$ cat config.mk
export PLATFORM = sky130hd
export DESIGN_NAME = afe_cfg_ctrl
export DESIGN_NICKNAME = d
export VERILOG_FILES = /design/src/rtl/afe_cfg_ctrl.sv
export SDC_FILE = /design/constraint.sdc
export NUM_CORES = 1
export LEC_CHECK = 0
export CELL_PAD_IN_SITES_DETAIL_PLACEMENT = 0
export CELL_PAD_IN_SITES_GLOBAL_PLACEMENT = 1
export CORE_AREA = 2 2 111 113
export CTS_BUF_LIST = sky130_fd_sc_hd__clkbuf_8 sky130_fd_sc_hd__clkbuf_16
export DETAILED_ROUTE_END_ITERATION = 12
export DIE_AREA = 0 0 113 115
export GPL_TIMING_DRIVEN = 0
export PLACE_DENSITY = 0.64
export REMOVE_ABC_BUFFERS = 1
export SLEW_MARGIN = 25
export SYNTH_ARGS = -nofsm -noshare
export SYNTH_HDL_FRONTEND = slang
export SYNTH_SLANG_ARGS = --single-unit
$ cat constraint.sdc
create_clock -name clk -period 2.2 [get_ports clk]
set_clock_uncertainty 0.05 [all_clocks]
set_input_delay 0.44 -clock clk [delete_from_list [all_inputs] [get_ports clk]]
set_output_delay 0.44 -clock clk [all_outputs]
set_load 0.01 [all_outputs]
$ cat src/rtl/afe_cfg_ctrl.sv
// AFE control sequencer: afe_reset pulse, wake-up wait, SPI init-table writes,
// then single host register read/write frames and gated tx/rx enables.
module afe_cfg_ctrl #(
  parameter int ADDR_WIDTH   = 7,
  parameter int DATA_WIDTH   = 8,
  parameter int SCLK_DIV     = 4,
  parameter int RESET_CYCLES = 64,
  parameter int WAKE_CYCLES  = 256,
  parameter int INIT_LEN     = 4
) (
  input  logic                             clk,
  input  logic                             reset,
  input  logic                             start,
  output logic                             init_done,
  output logic                             busy,
  output logic [7:0]                       tbl_idx,
  input  logic [ADDR_WIDTH+DATA_WIDTH-1:0] tbl_word,
  input  logic                             req_valid,
  output logic                             req_ready,
  input  logic                             req_rw,
  input  logic [ADDR_WIDTH-1:0]            req_addr,
  input  logic [DATA_WIDTH-1:0]            req_wdata,
  output logic                             rsp_valid,
  output logic [DATA_WIDTH-1:0]            rsp_rdata,
  input  logic                             tx_en_req,
  input  logic                             rx_en_req,
  output logic                             afe_reset,
  output logic                             afe_sen,
  output logic                             afe_spi_clk,
  output logic                             afe_spi_mosi,
  input  logic                             afe_spi_miso,
  output logic                             afe_tx_en,
  output logic                             afe_rx_en
);

  localparam int FW   = 1 + ADDR_WIDTH + DATA_WIDTH;
  localparam int HW   = $clog2(2*FW + 3);
  localparam int DVW  = (SCLK_DIV > 1) ? $clog2(SCLK_DIV) : 1;
  localparam int WMAX = (RESET_CYCLES > WAKE_CYCLES) ? RESET_CYCLES : WAKE_CYCLES;
  localparam int CW   = $clog2(WMAX + 1);

  typedef enum logic [2:0] {
    ST_OFF, ST_RST_HOLD, ST_RST_WAIT, ST_INIT, ST_IDLE, ST_XFER
  } state_t;

  state_t          state;
  logic [CW-1:0]   wcnt;
  logic            fr_act;
  logic [DVW-1:0]  div;
  logic [HW-1:0]   hcnt;
  logic [FW-1:0]   tx;
  logic [DATA_WIDTH-1:0] rx;

  logic            tick, fr_done, wake_done, fr_start;
  logic [FW-1:0]   fr_word;

  assign tick      = fr_act && (div == DVW'(SCLK_DIV - 1));
  assign fr_done   = tick && (hcnt == HW'(2*FW + 2));
  assign wake_done = (state == ST_RST_WAIT) && (wcnt == CW'(WAKE_CYCLES - 1));
  assign busy      = (state != ST_IDLE) && (state != ST_OFF);
  assign req_ready = (state == ST_IDLE) && !start;

  // Frame launch: first init frame starts on the wake-up exit edge, later ones
  // one cycle after tbl_idx advances so the ROM output has settled.
  always_comb begin
    fr_start = 1'b0;
    fr_word  = '0;
    case (state)
      ST_RST_WAIT: if (wake_done && INIT_LEN != 0) begin
        fr_start = 1'b1;
        fr_word  = {1'b0, tbl_word};
      end
      ST_INIT: if (!fr_act) begin
        fr_start = 1'b1;
        fr_word  = {1'b0, tbl_word};
      end
      ST_IDLE: if (req_valid && !start) begin
        fr_start = 1'b1;
        fr_word  = {req_rw, req_addr, req_rw ? {DATA_WIDTH{1'b0}} : req_wdata};
      end
      default: ;
    endcase
  end

  always_ff @(posedge clk or posedge reset) begin
    if (reset) begin
      state        <= ST_OFF;
      wcnt         <= '0;
      fr_act       <= 1'b0;
      div          <= '0;
      hcnt         <= '0;
      tx           <= '0;
      rx           <= '0;
      tbl_idx      <= '0;
      init_done    <= 1'b0;
      rsp_valid    <= 1'b0;
      rsp_rdata    <= '0;
      afe_reset    <= 1'b0;
      afe_sen      <= 1'b1;
      afe_spi_clk  <= 1'b0;
      afe_spi_mosi <= 1'b0;
      afe_tx_en    <= 1'b0;
      afe_rx_en    <= 1'b0;
    end else begin
      rsp_valid <= 1'b0;
      afe_tx_en <= tx_en_req & init_done;
      afe_rx_en <= rx_en_req & init_done;

      // hcnt counts SCLK half periods since sen fell: even->rise, odd->fall,
      // 2*FW -> sen rises, then two more halves of guaranteed sen-high gap.
      if (fr_start) begin
        fr_act       <= 1'b1;
        div          <= '0;
        hcnt         <= '0;
        afe_sen      <= 1'b0;
        afe_spi_clk  <= 1'b0;
        tx           <= fr_word;
        afe_spi_mosi <= fr_word[FW-1];
      end else if (fr_act) begin
        div <= tick ? '0 : div + 1'b1;
        if (tick) begin
          hcnt <= hcnt + 1'b1;
          if (hcnt < HW'(2*FW)) begin
            if (!hcnt[0]) begin
              afe_spi_clk <= 1'b1;
              rx          <= {rx[DATA_WIDTH-2:0], afe_spi_miso};
            end else begin
              afe_spi_clk  <= 1'b0;
              tx           <= tx << 1;
              afe_spi_mosi <= tx[FW-2];
            end
          end else if (hcnt == HW'(2*FW)) begin
            afe_sen      <= 1'b1;
            afe_spi_mosi <= 1'b0;
            if (state == ST_XFER) begin
              rsp_valid <= 1'b1;
              rsp_rdata <= rx;
            end
          end
          if (fr_done) fr_act <= 1'b0;
        end
      end

      case (state)
        ST_OFF: if (start) begin
          state     <= ST_RST_HOLD;
          afe_reset <= 1'b1;
          wcnt      <= '0;
          tbl_idx   <= '0;
        end
        ST_RST_HOLD: if (wcnt == CW'(RESET_CYCLES - 1)) begin
          afe_reset <= 1'b0;
          wcnt      <= '0;
          state     <= ST_RST_WAIT;
        end else begin
          wcnt <= wcnt + 1'b1;
        end
        ST_RST_WAIT: if (wake_done) begin
          if (INIT_LEN == 0) begin
            state     <= ST_IDLE;
            init_done <= 1'b1;
          end else begin
            state <= ST_INIT;
          end
        end else begin
          wcnt <= wcnt + 1'b1;
        end
        ST_INIT: if (fr_done) begin
          if (tbl_idx == 8'(INIT_LEN - 1)) begin
            state     <= ST_IDLE;
            init_done <= 1'b1;
          end else begin
            tbl_idx <= tbl_idx + 1'b1;
          end
        end
        ST_IDLE: if (start) begin
          state     <= ST_RST_HOLD;
          afe_reset <= 1'b1;
          wcnt      <= '0;
          tbl_idx   <= '0;
          init_done <= 1'b0;
        end else if (req_valid) begin
          state <= ST_XFER;
        end
        // init_done stays up through a register access so the tx/rx enables
        // do not glitch while the host talks to the AFE.
        ST_XFER: if (fr_done) state <= ST_IDLE;
        default: state <= ST_OFF;
      endcase
    end
  end

endmodule

======== After elaboration in Yosys (flattened, before gate mapping) ========
Cells that the tools add are included.
cells by class
  add/subtract/negate cells ............... 4
  $mul .................................... 0
  div/mod/pow operators ................... 0
  magnitude comparators ................... 1
  eq/ne operators ......................... 25
  shift-type cells ........................ 0
  mux-type cells .......................... 70
  bitwise operators ....................... 5
  reductions and logical operators ........ 32
operators with widths
  operator                                                               count
  15-bit 2-to-1 mux                                                      7
  16-bit one-hot mux with 3 select lines                                 1
  1-bit 2-to-1 mux                                                       34
  8-bit 2-to-1 mux                                                       4
  9-bit 2-to-1 mux                                                       3
  9-bit one-hot mux with 3 select lines                                  1
  3-bit 2-to-1 mux                                                       8
  2-bit != test, second input constant                                   10
  4-bit AND reduction                                                    5
  6-bit 2-to-1 mux                                                       3
  3-bit one-hot mux with 6 select lines                                  1
  16-bit 2-to-1 mux                                                      1
  8-bit one-hot mux with 2 select lines                                  1
  2-bit nonzero test                                                     8
  6-bit equality test, second input constant                             2
  9-bit by 1-bit adder with 9-bit output, second input constant          1
  9-bit by 6-bit equality test with 1-bit output, second input constant  1
  9-bit by 8-bit equality test with 1-bit output, second input constant  1
  3-bit != test, second input constant                                   3
  3-bit AND reduction                                                    3
  3-bit nonzero test                                                     3
  8-bit by 1-bit adder with 8-bit output, second input constant          1
  8-bit by 2-bit equality test with 1-bit output, second input constant  1
  7-bit AND reduction                                                    1
  20 further kinds                                                       33
word-level totals
  flip-flop bits (word level) ............. 68
  bits in latches ......................... 0
  memory bits (writable) .................. 0
  memory bits (read-only) ................. 0
  input port bits ......................... 38
  word-level logic and storage cells ...... 154
  memories ................................ 0

======== Longest topological paths before layout ========
Gate-level depths: netlist of the first run.
  word-level depth ........................ 7
  gate-level depth with buffers ........... 9
  mapped depth without buffers ............ 8

======== Worst setup path before layout of the first run ========
No wires, ideal clock.
  kind .................................... register -> register
  start ................................... register wcnt[0]
  end ..................................... register rx[0]
  setup time .............................. 0.125 ns
  arrival ................................. 2.162 ns
  slack ................................... -0.136 ns
  stages on the path, launching flop included .. 10
  path buffers ............................ 1
  path through ............................ dfrtp_1 > ha_1 > nand3_1 > nor3_1 > ha_1 > nor2b_1 > o21a_1 > or3_1 > buf_2 > mux2_2
on the way
  word-level cells in the longest chain between the ends .. 6
ends and longest elaborated chain
  element                                         RTL line  source
  start, declared                                 47        logic [CW-1:0] wcnt;
  start signal, assigned                          156       wcnt <= wcnt + 1'b1;
  start signal, assigned                          166       wcnt <= wcnt + 1'b1;
  9-bit by 8-bit equality test with 1-bit output  59        assign wake_done = (state == ST_RST_WAIT) && (wcnt == CW'(WAKE_CYCLES - 1));
  1-bit logical AND                               59
  1-bit 2-to-1 mux                                69        ST_RST_WAIT: if (wake_done && INIT_LEN != 0) begin
  1-bit one-hot mux with 3 select lines           68        case (state)
  1-bit NOT (no line)                             -
  5-bit AND reduction (no line)                   -
  end signal, assigned                            126       rx <= {rx[DATA_WIDTH-2:0], afe_spi_miso};
  end, declared                                   52        logic [DATA_WIDTH-1:0] rx;
No other way between the ends.
A chain may end at the register's enable or synchronous reset.

======== Worst setup path after layout of the first run ========
  start ................................... register wcnt[1]
  end ..................................... register rx[0]
Same word-level chain as after synthesis.

==> impl_table.tex, run 1 <==
\begin{tabular}{lr}
\hline
Metric & Value \\
\hline
\multicolumn{2}{l}{\textbf{STA}} \\
Share of the clock period used by the worst path & 1.00 \\
Endpoints failing setup & 0 \\
Final-report hold violation count & 0 \\
Peak Freq & 455 MHz \\
Hold WS & 0.386 ns \\
Max transition margin & 0.407 \\
Final critical delay including setup and external delays & 2.20 ns \\
Actual transition at the worst max-transition pin & 0.883 ns \\
Unrepaired setup endpoints after global routing & true \\
Max Slew Vio Count & 0 \\
\multicolumn{2}{l}{\textbf{Cells and area}} \\
Final Net Count & 461 \\
Final cell count without fillers & 569 \\
Layout Cell Area excl Fill & 4960 um\^{}2 \\
Layout cells sized above 1 & 0.227 \\
Antenna diode instance count & 0 \\
Layout Area Growth over Synthesis & 43.7\% \\
\multicolumn{2}{l}{\textbf{Worst setup path}} \\
Worst reg2reg path depth & 8 \\
Worst reg2reg startpoint & wcnt[1] \\
Worst setup path category & flop to flop \\
Reg-to-reg critical path endpoint & rx[0] \\
Max stage delay cell, worst path & dfrtp\_1 \\
Required time of the worst setup path & 2.36 ns \\
R2R setup slack & 0.0009 ns \\
Kind of end point of the critical path & flop \\
Critical path fanouts, max & 8 \\
Worst Setup Start Kind & flop \\
Data arrival time at the worst-slack endpoint & 2.36 ns \\
Delay of the slowest cell on the worst path & 0.42 ns \\
CP cell instances & ha\_4 -> nand3\_4 -> nor3\_4 -> ha\_2 -> nor2b\_4 -> o21a\_4 -> or3\_4 -> mux2\_2 \\
\multicolumn{2}{l}{\textbf{Clock tree}} \\
Clock insertion delay at the later pin of the skew report & 0.33 ns \\
H-tree levels & 3 \\
CTS hold repair buffers & 0 \\
Clock-pin transition on the worst setup and hold timing paths & 0.06 ns \\
Bufs on Longest Clock Path & 2 \\
Inserted Clock Buffers & 9 \\
Num Clock Sinks & 68 \\
Root buffer cell & clkbuf\_16 \\
Clock tree from TritonCTS & built \\
\multicolumn{2}{l}{\textbf{Power}} \\
Worst VDD drop & 0.442 mV \\
PwrDens & 1040 nW/um\^{}2 \\
Pwr Total & 0.00514 W \\
Standby leakage power & 1.99 nW \\
\multicolumn{2}{l}{\textbf{Synthesis}} \\
FFs w/ async S/R, synth & 1.00 \\
Proportion of synthesized chip area in sequential cells & 0.493 \\
Area share of the largest cell type after synthesis & 0.486 \\
Synthesized cell area & 3450 um\^{}2 \\
Count of flip-flops with a built-in enable after synthesis & 0 \\
Yosys warning count & 0 \\
Post-synthesis average cell area & 10.3 um\^{}2 \\
Top FF cell, synth & dfrtp\_1 \\
Synth area leaders & dfrtp\_1, mux2\_2, a22oi\_1, nand3\_1, nand2\_1 \\
Library cell with the largest summed area after synthesis & dfrtp\_1 \\
Number of library cell types mapped by synthesis & 57 \\
Synth Instances & 336 \\
Total of flip-flops plus latches after synthesis & 68 \\
\multicolumn{2}{l}{\textbf{Detailed routing}} \\
Per-cell routed wire length & 15.0 um \\
Routed length on met2 & 3.86 mm \\
DRC errors left & 6 \\
M1 wire length & 4.16 mm \\
Vias per Instance & 5.24 \\
Total met3 wirelength after detailed routing & 375 um \\
Vias post-DR & 2980 \\
DRT Pass-1 Iters & 8 \\
Initial DRC Count & 185 \\
Top layer reached by signal wires & met4 \\
Overall routed net length & 8.51 mm \\
Post-route antenna net violation count & 0 \\
\multicolumn{2}{l}{\textbf{Floorplan}} \\
Number of top-level design ports & 64 \\
CORE AREA & 11800 um\^{}2 \\
Die height & 115 um \\
Starting density of the core & 0.292 \\
Total Die Area & 13000 um\^{}2 \\
Width of the chip & 113 um \\
Cell Rows & 40 \\
\multicolumn{2}{l}{\textbf{Place}} \\
DP Wirelength & 5.53 mm \\
\# placed instances & 530 \\
Placed cell area & 4210 um\^{}2 \\
Gp weighted congestion & 0.731 \\
I/O Buffers & 63 \\
\multicolumn{2}{l}{\textbf{Global route}} \\
Total routing usage reported by global routing & 0.134 \\
Wire length of the first global-routing pass & 13.7 mm \\
Pin count of the biggest net entering global routing & 47 \\
Number of global-route vias before repair & 2759 \\
Initial antenna violation count & 0 \\
Total global routing overflow & 0 \\
\multicolumn{2}{l}{\textbf{Outcome}} \\
Status & complete, but fails checks \\
Violated checks & design-rule violations \\
\multicolumn{2}{l}{\textbf{Min path}} \\
Worst min-delay path class & input pin to async pin \\
\multicolumn{2}{l}{\textbf{Job}} \\
Number of max-capacitance violations reported & 0 \\
\hline
\end{tabular}
==> per-stage QoR <==
stage | setup slack [ns] | setup TNS (ns) | utilization
6_report | 0.000907 | 0 | 0.420
3_3_place_gp | -1.35 | -137.70 | 0.353
2_1_floorplan | -0.524 | -13.56 | -
3_5_place_dp | -1.38 | -44.94 | 0.356
5_1_grt | -0.0676 | -0.562 | 0.420
4_1_cts | -0.0129 | -0.0129 | 0.407
==> power by group <==
group	switching, W	total (W)	internal, W	leakage [nW]
Sequential	0.000296	0.00190	0.00160	0.831
Clock	0.000548	0.00177	0.00122	0.177
Combinational	0.000684	0.00147	0.000791	0.985
==> worst max-delay path by stage <==
stage          startpoint    endpoint  slack (ns)  depth (start not counted)
2_1_floorplan     wcnt[0]       tx[1]       -0.52                          8
3_3_place_gp      wcnt[0]       tx[0]       -1.35                          8
3_5_place_dp        start       rx[2]       -1.38                          5
4_1_cts           wcnt[1]     wcnt[5]       -0.01                          8
5_1_grt           hcnt[2]  tbl_idx[6]       -0.07                          4
6_report          wcnt[1]       rx[0]      0.0009                          8
==> cell families after synthesis <==
group / count (synthesis) / synth area share
multiplexers: 16 / 0.0522
buffers and inverters: 29 / 0.0409
flip-flops: 68 / 0.493
AND/OR/NAND/NOR: 122 / 0.196
adder cells (fa/ha/maj): 6 / 0.0217
XOR/XNOR: 7 / 0.0178
AO/OA/AOI/OAI: 88 / 0.178
==> registers in the layout, indices dropped and copies added (netlist names), 2 cells and up <==
register and cells:
tx 15, rx 8, div 2, rsp_rdata 8
hcnt 6, state 3, tbl_idx 8, wcnt 9
==> per-layer routing <==
metal / vias to the layer above / GRT usage
met1: 1460 / 0.186
li1: 1439 / -
met2: 72 / 0.206
met4: 0 / 0.0585
met3: 9 / 0.0253
met5: - / 0
==> placed cells by master, fill, tap and decap left out, types with 3 or more instances in the layout <==
| master | instances |
|---|---|
| a31oi_1 | 8 |
| a21oi_1 | 6 |
| a2bb2oi_1 | 10 |
| clkdlybuf4s50_1 | 61 |
| buf_4 | 20 |
| xnor2_1 | 3 |
| nor2_1 | 18 |
| and2_1 | 3 |
| a22oi_1 | 15 |
| or3_4 | 4 |
| mux2_2 | 16 |
| or4_4 | 3 |
| o31ai_1 | 6 |
| nand3_1 | 18 |
| clkbuf_16 | 9 |
| nand2_1 | 23 |
| dfrtp_1 | 62 |
| inv_1 | 11 |
| bufinv_16 | 4 |
| dfrtp_2 | 5 |
| nor4_1 | 10 |
| nor3_1 | 4 |
| xor2_1 | 4 |
| o21ai_0 | 13 |
| o211ai_1 | 9 |
| and3_1 | 3 |
| ha_1 | 4 |
| a21oi_2 | 3 |
==> cells in the mapped netlist, types with 3 or more instances <==
cell and n:
a2bb2oi_1 10, nor4_1 11, or3_1 5, xnor2_1 3, a21oi_1 9, dfrtp_1 67, nor2_1 19, nand3_1 20
or4_1 4, clkbuf_1 6, xor2_1 4, o21ai_0 15, inv_1 12, mux2_2 16, and3_1 3, and2_1 4
o211ai_1 9, nor2b_1 3, a22oi_1 15, nor3_1 6, buf_2 5, ha_1 6, o31ai_1 6, buf_4 3
nor4b_1 3, a31oi_1 8, nand2_1 25
==> cell type report <==
type                            count  area [um^2]
Clock buffer                        9          225
Clock inverter                      7          140
Fill cell                        1187         6850
Inverter                           12         47.5
Multi-Input combinational cell    240         1820
Sequential cell                    68         1710
Tap cell                          147          184
Timing Repair Buffer               86          837
==> critical path, delay by kind of cell, from the launching register on <==
family / cells / cell delay (ns)
and+or+nand+nor: 4 / 0.70
adders and majority gates: 2 / 0.40
muxes: 1 / 0.30
DFF: 1 / 0.42
AOI/OAI and AO/OA: 1 / 0.20
==> timing repair <==
action / CTS / global route
setup endpoints to repair: 64 / 44
setup buffers: 12 / 10
resized for setup: 31 / 23
cloned: 1 / 0
pin swaps: 6 / 8
(Power assumes the default switching activity.)
==> run 2, diff against run 1 <==
--- a/config.mk
+++ b/config.mk
@@ -14,7 +14,7 @@
 export GPL_TIMING_DRIVEN = 0
 export PLACE_DENSITY = 0.64
 export REMOVE_ABC_BUFFERS = 1
-export SLEW_MARGIN = 25
+export SLEW_MARGIN = 0
 export SYNTH_ARGS = -nofsm -noshare
 export SYNTH_HDL_FRONTEND = slang
 export SYNTH_SLANG_ARGS = --single-unit
==> run 2 against run 1 <==
  * The flow finishes with violations (design-rule violations, negative setup slack)
  * Sequential cell count is the same
  * Maximum frequency is 0.40% lower
  * First-iteration DRC count down 46%
  * Cell count shrank 0.18%
  * Worst hold slack improved by 0.046 ns
  * Setup slack worse by 0.0089 ns
  * Non-clock buffer count is 1 lower
  * Critical path depth did not move
  * Clock-buffer cell count is 1 higher
  * Utilization down 0.60 points
  * Critical endpoint is now rx[2]
  * Largest power group unchanged
==> impl_table.tex, run 2 (same netlist as run 1, synthesis figures left out) <==
\begin{tabular}{lr}
\hline
Metric & Value \\
\hline
\multicolumn{2}{l}{\textbf{Place}} \\
Gp weighted congestion & 0.731 (unchanged) \\
I/O Buffers & 63 (unchanged) \\
DP Wirelength & 5.43 mm (-1.9\%) \\
Placed cell area & 4170 um\^{}2 (-0.74\%) \\
\# placed instances & 529 (-0.19\%) \\
\multicolumn{2}{l}{\textbf{Clock tree}} \\
Clock tree from TritonCTS & built \\
H-tree levels & 3 (unchanged) \\
Clock insertion delay at the later pin of the skew report & 0.32 ns (about the same) \\
Num Clock Sinks & 68 (unchanged) \\
CTS hold repair buffers & 0 (unchanged) \\
Inserted Clock Buffers & 9 (unchanged) \\
Clock-pin transition on the worst setup and hold timing paths & 0.05 ns (about the same) \\
Bufs on Longest Clock Path & 2 (unchanged) \\
Root buffer cell & clkbuf\_16 \\
\multicolumn{2}{l}{\textbf{Power}} \\
Clock network fraction of total power & 0.294 (-0.050) \\
PwrDens & 988 nW/um\^{}2 (-4.7\%) \\
Part of the power in registers & 0.394 (+0.024) \\
Cell internal pwr & 0.00331 W (-8.4\%) \\
Sw Pwr & 0.00152 W (-0.51\%) \\
Worst VDD drop & 0.387 mV (-12\%) \\
Switching fraction of total power & 0.315 (+0.0176) \\
Share of power burned in combinational logic & 0.312 (+0.025) \\
Standby leakage power & 1.93 nW (-3.0\%) \\
\multicolumn{2}{l}{\textbf{Floorplan}} \\
Number of top-level design ports & 64 (unchanged) \\
Die height & 115 um (unchanged) \\
Total Die Area & 13000 um\^{}2 (unchanged) \\
CORE AREA & 11800 um\^{}2 (unchanged) \\
Starting density of the core & 0.292 (unchanged) \\
Width of the chip & 113 um (unchanged) \\
Cell Rows & 40 (unchanged) \\
\multicolumn{2}{l}{\textbf{Outcome}} \\
Violated checks & design-rule violations, negative setup slack \\
Status & complete, but fails checks \\
\multicolumn{2}{l}{\textbf{Global route}} \\
Total global routing overflow & 0 (unchanged) \\
Total routing usage reported by global routing & 0.134 (+0.000134) \\
Pin count of the biggest net entering global routing & 69 (+47\%) \\
Initial antenna violation count & 0 (unchanged) \\
Wire length of the first global-routing pass & 13.9 mm (+1.2\%) \\
Number of global-route vias before repair & 2710 (-1.8\%) \\
\multicolumn{2}{l}{\textbf{STA}} \\
Final Worst Setup Slack & -0.00797 ns (-0.00888 ns) \\
Actual transition at the worst max-transition pin & 0.903 ns (+0.0207 ns) \\
Share of the clock period used by the worst path & 1.00 (+0.00403) \\
Unrepaired setup endpoints after global routing & true \\
Final sum of negative setup slack & -0.00797 ns (-0.00797 ns) \\
Max transition margin & 0.393 (-0.0139) \\
Max Slew Vio Count & 0 (unchanged) \\
Final-report hold violation count & 0 (unchanged) \\
Hold WS & 0.432 ns (+0.0456 ns) \\
Final critical delay including setup and external delays & 2.21 ns (+0.00888 ns) \\
Peak Freq & 453 MHz (-0.40\%) \\
Endpoints failing setup & 1 (+1) \\
\multicolumn{2}{l}{\textbf{Detailed routing}} \\
Per-cell routed wire length & 15.5 um (+3.8\%) \\
Vias per Instance & 5.20 (-0.80\%) \\
Post-route antenna net violation count & 0 (unchanged) \\
Overall routed net length & 8.82 mm (+3.6\%) \\
DRC errors left & 6 (unchanged) \\
Initial DRC Count & 100 (-46\%) \\
DRT Pass-1 Iters & 8 (unchanged) \\
Vias post-DR & 2951 (-0.97\%) \\
\multicolumn{2}{l}{\textbf{Worst setup path}} \\
Kind of end point of the critical path & flop \\
Required time of the worst setup path & 2.35 ns (about the same) \\
Critical path fanouts, max & 8 (unchanged) \\
Data arrival time at the worst-slack endpoint & 2.36 ns (about the same) \\
Worst setup path category & flop to flop \\
Worst Setup Start Kind & flop \\
\multicolumn{2}{l}{\textbf{Job}} \\
Number of max-capacitance violations reported & 0 (unchanged) \\
\multicolumn{2}{l}{\textbf{Cells and area}} \\
Antenna diode instance count & 0 (unchanged) \\
Layout cells sized above 1 & 0.233 (+0.00529) \\
Layout Area Growth over Synthesis & 41.6\% \\
Max reg flops & 15 (unchanged) \\
Most frequent cells in the layout & clkdlybuf4s50\_1, dfrtp\_1, nand2\_1 \\
Final cell count without fillers & 568 (-0.18\%) \\
Largest Register & tx \\
Final Net Count & 461 (unchanged) \\
Largest registers & tx x15, wcnt x9 \\
Layout Cell Area excl Fill & 4890 um\^{}2 (-1.4\%) \\
Most common library cell in the layout ignoring fill and taps & clkdlybuf4s50\_1 \\
\multicolumn{2}{l}{\textbf{Min path}} \\
Worst min-delay path class & flop to flop \\
\hline
\end{tabular}
run 2: changes by cell type in the layout (fill, tap and decap cells not counted), sizes merged:
cell	previous run	this run
or4	4	5
clkbuf	9	10
bufinv	4	1
clkinv	1	3
inv	13	12
buf	23	22
run 2: stage by stage:
stage,worst slack (ns),power (W),utilization
CTS,0.00245,0.00477,0.399
finish,-0.00797,0.00483,0.414
global route,-0.0495,0.00514,0.414
floorplan,-0.524,0.00275,-
detailed placement,-1.39,0.00319,0.353
global placement,-1.35,0.00316,0.353
run 2: what timing repair did:
action,in CTS,in global routing
endpoints found under the setup margin,64,47
buffers inserted,11,11
gates cloned,1,1
gates resized for setup,33,23
pin swaps,6,12
run 2: final cells by class:
class,count,area (um^2)
clock buffer,10,239
clock inverter,5,52.6
fill,1184,6920
inverter,12,47.5
multi-input combinational,241,1850
sequential,68,1710
tap,147,184
timing repair buffer,85,810
run 2: critical path, stage by stage (launching register included):
cell and delay [ns]:
dfrtp_1 0.41, ha_4 0.19, nand3_4 0.10, nor3_2 0.04, ha_2 0.20, nor2b_4 0.14
o21a_4 0.20, or3_4 0.44, mux2_4 0.33
run 2: metal layers:
metal  global-route usage  routed length [um]  vias to the layer above
li1                     -                   -                     1436
met1                0.186                4290                     1444
met2                0.212                4080                       62
met3               0.0237                 346                        9
met4               0.0488                  95                        0
met5                    0                   0                        -
run 2: worst paths after layout:
check                               start         end  slack [ns]  cells after the start
worst max-delay path              wcnt[1]       rx[2]      -0.008                      8
worst min-delay path            afe_reset   afe_reset        0.43                      1
worst max register to register    wcnt[1]       rx[2]      -0.008                      8
worst min register to register  afe_reset   afe_reset        0.43                      1
max in group asynchronous           reset    state[0]        0.87                      2
min in group asynchronous           reset  tbl_idx[5]        0.60                      2
run 2: power groups by stage:
stage	Sequential, W	Clock (W)	Combinational, W
2_1_floorplan	0.00186	0	0.000890
3_3_place_gp	0.00192	0	0.00124
3_5_place_dp	0.00193	0	0.00127
4_1_cts	0.00191	0.00146	0.00140
5_1_grt	0.00195	0.00150	0.00168
6_report	0.00190	0.00142	0.00151
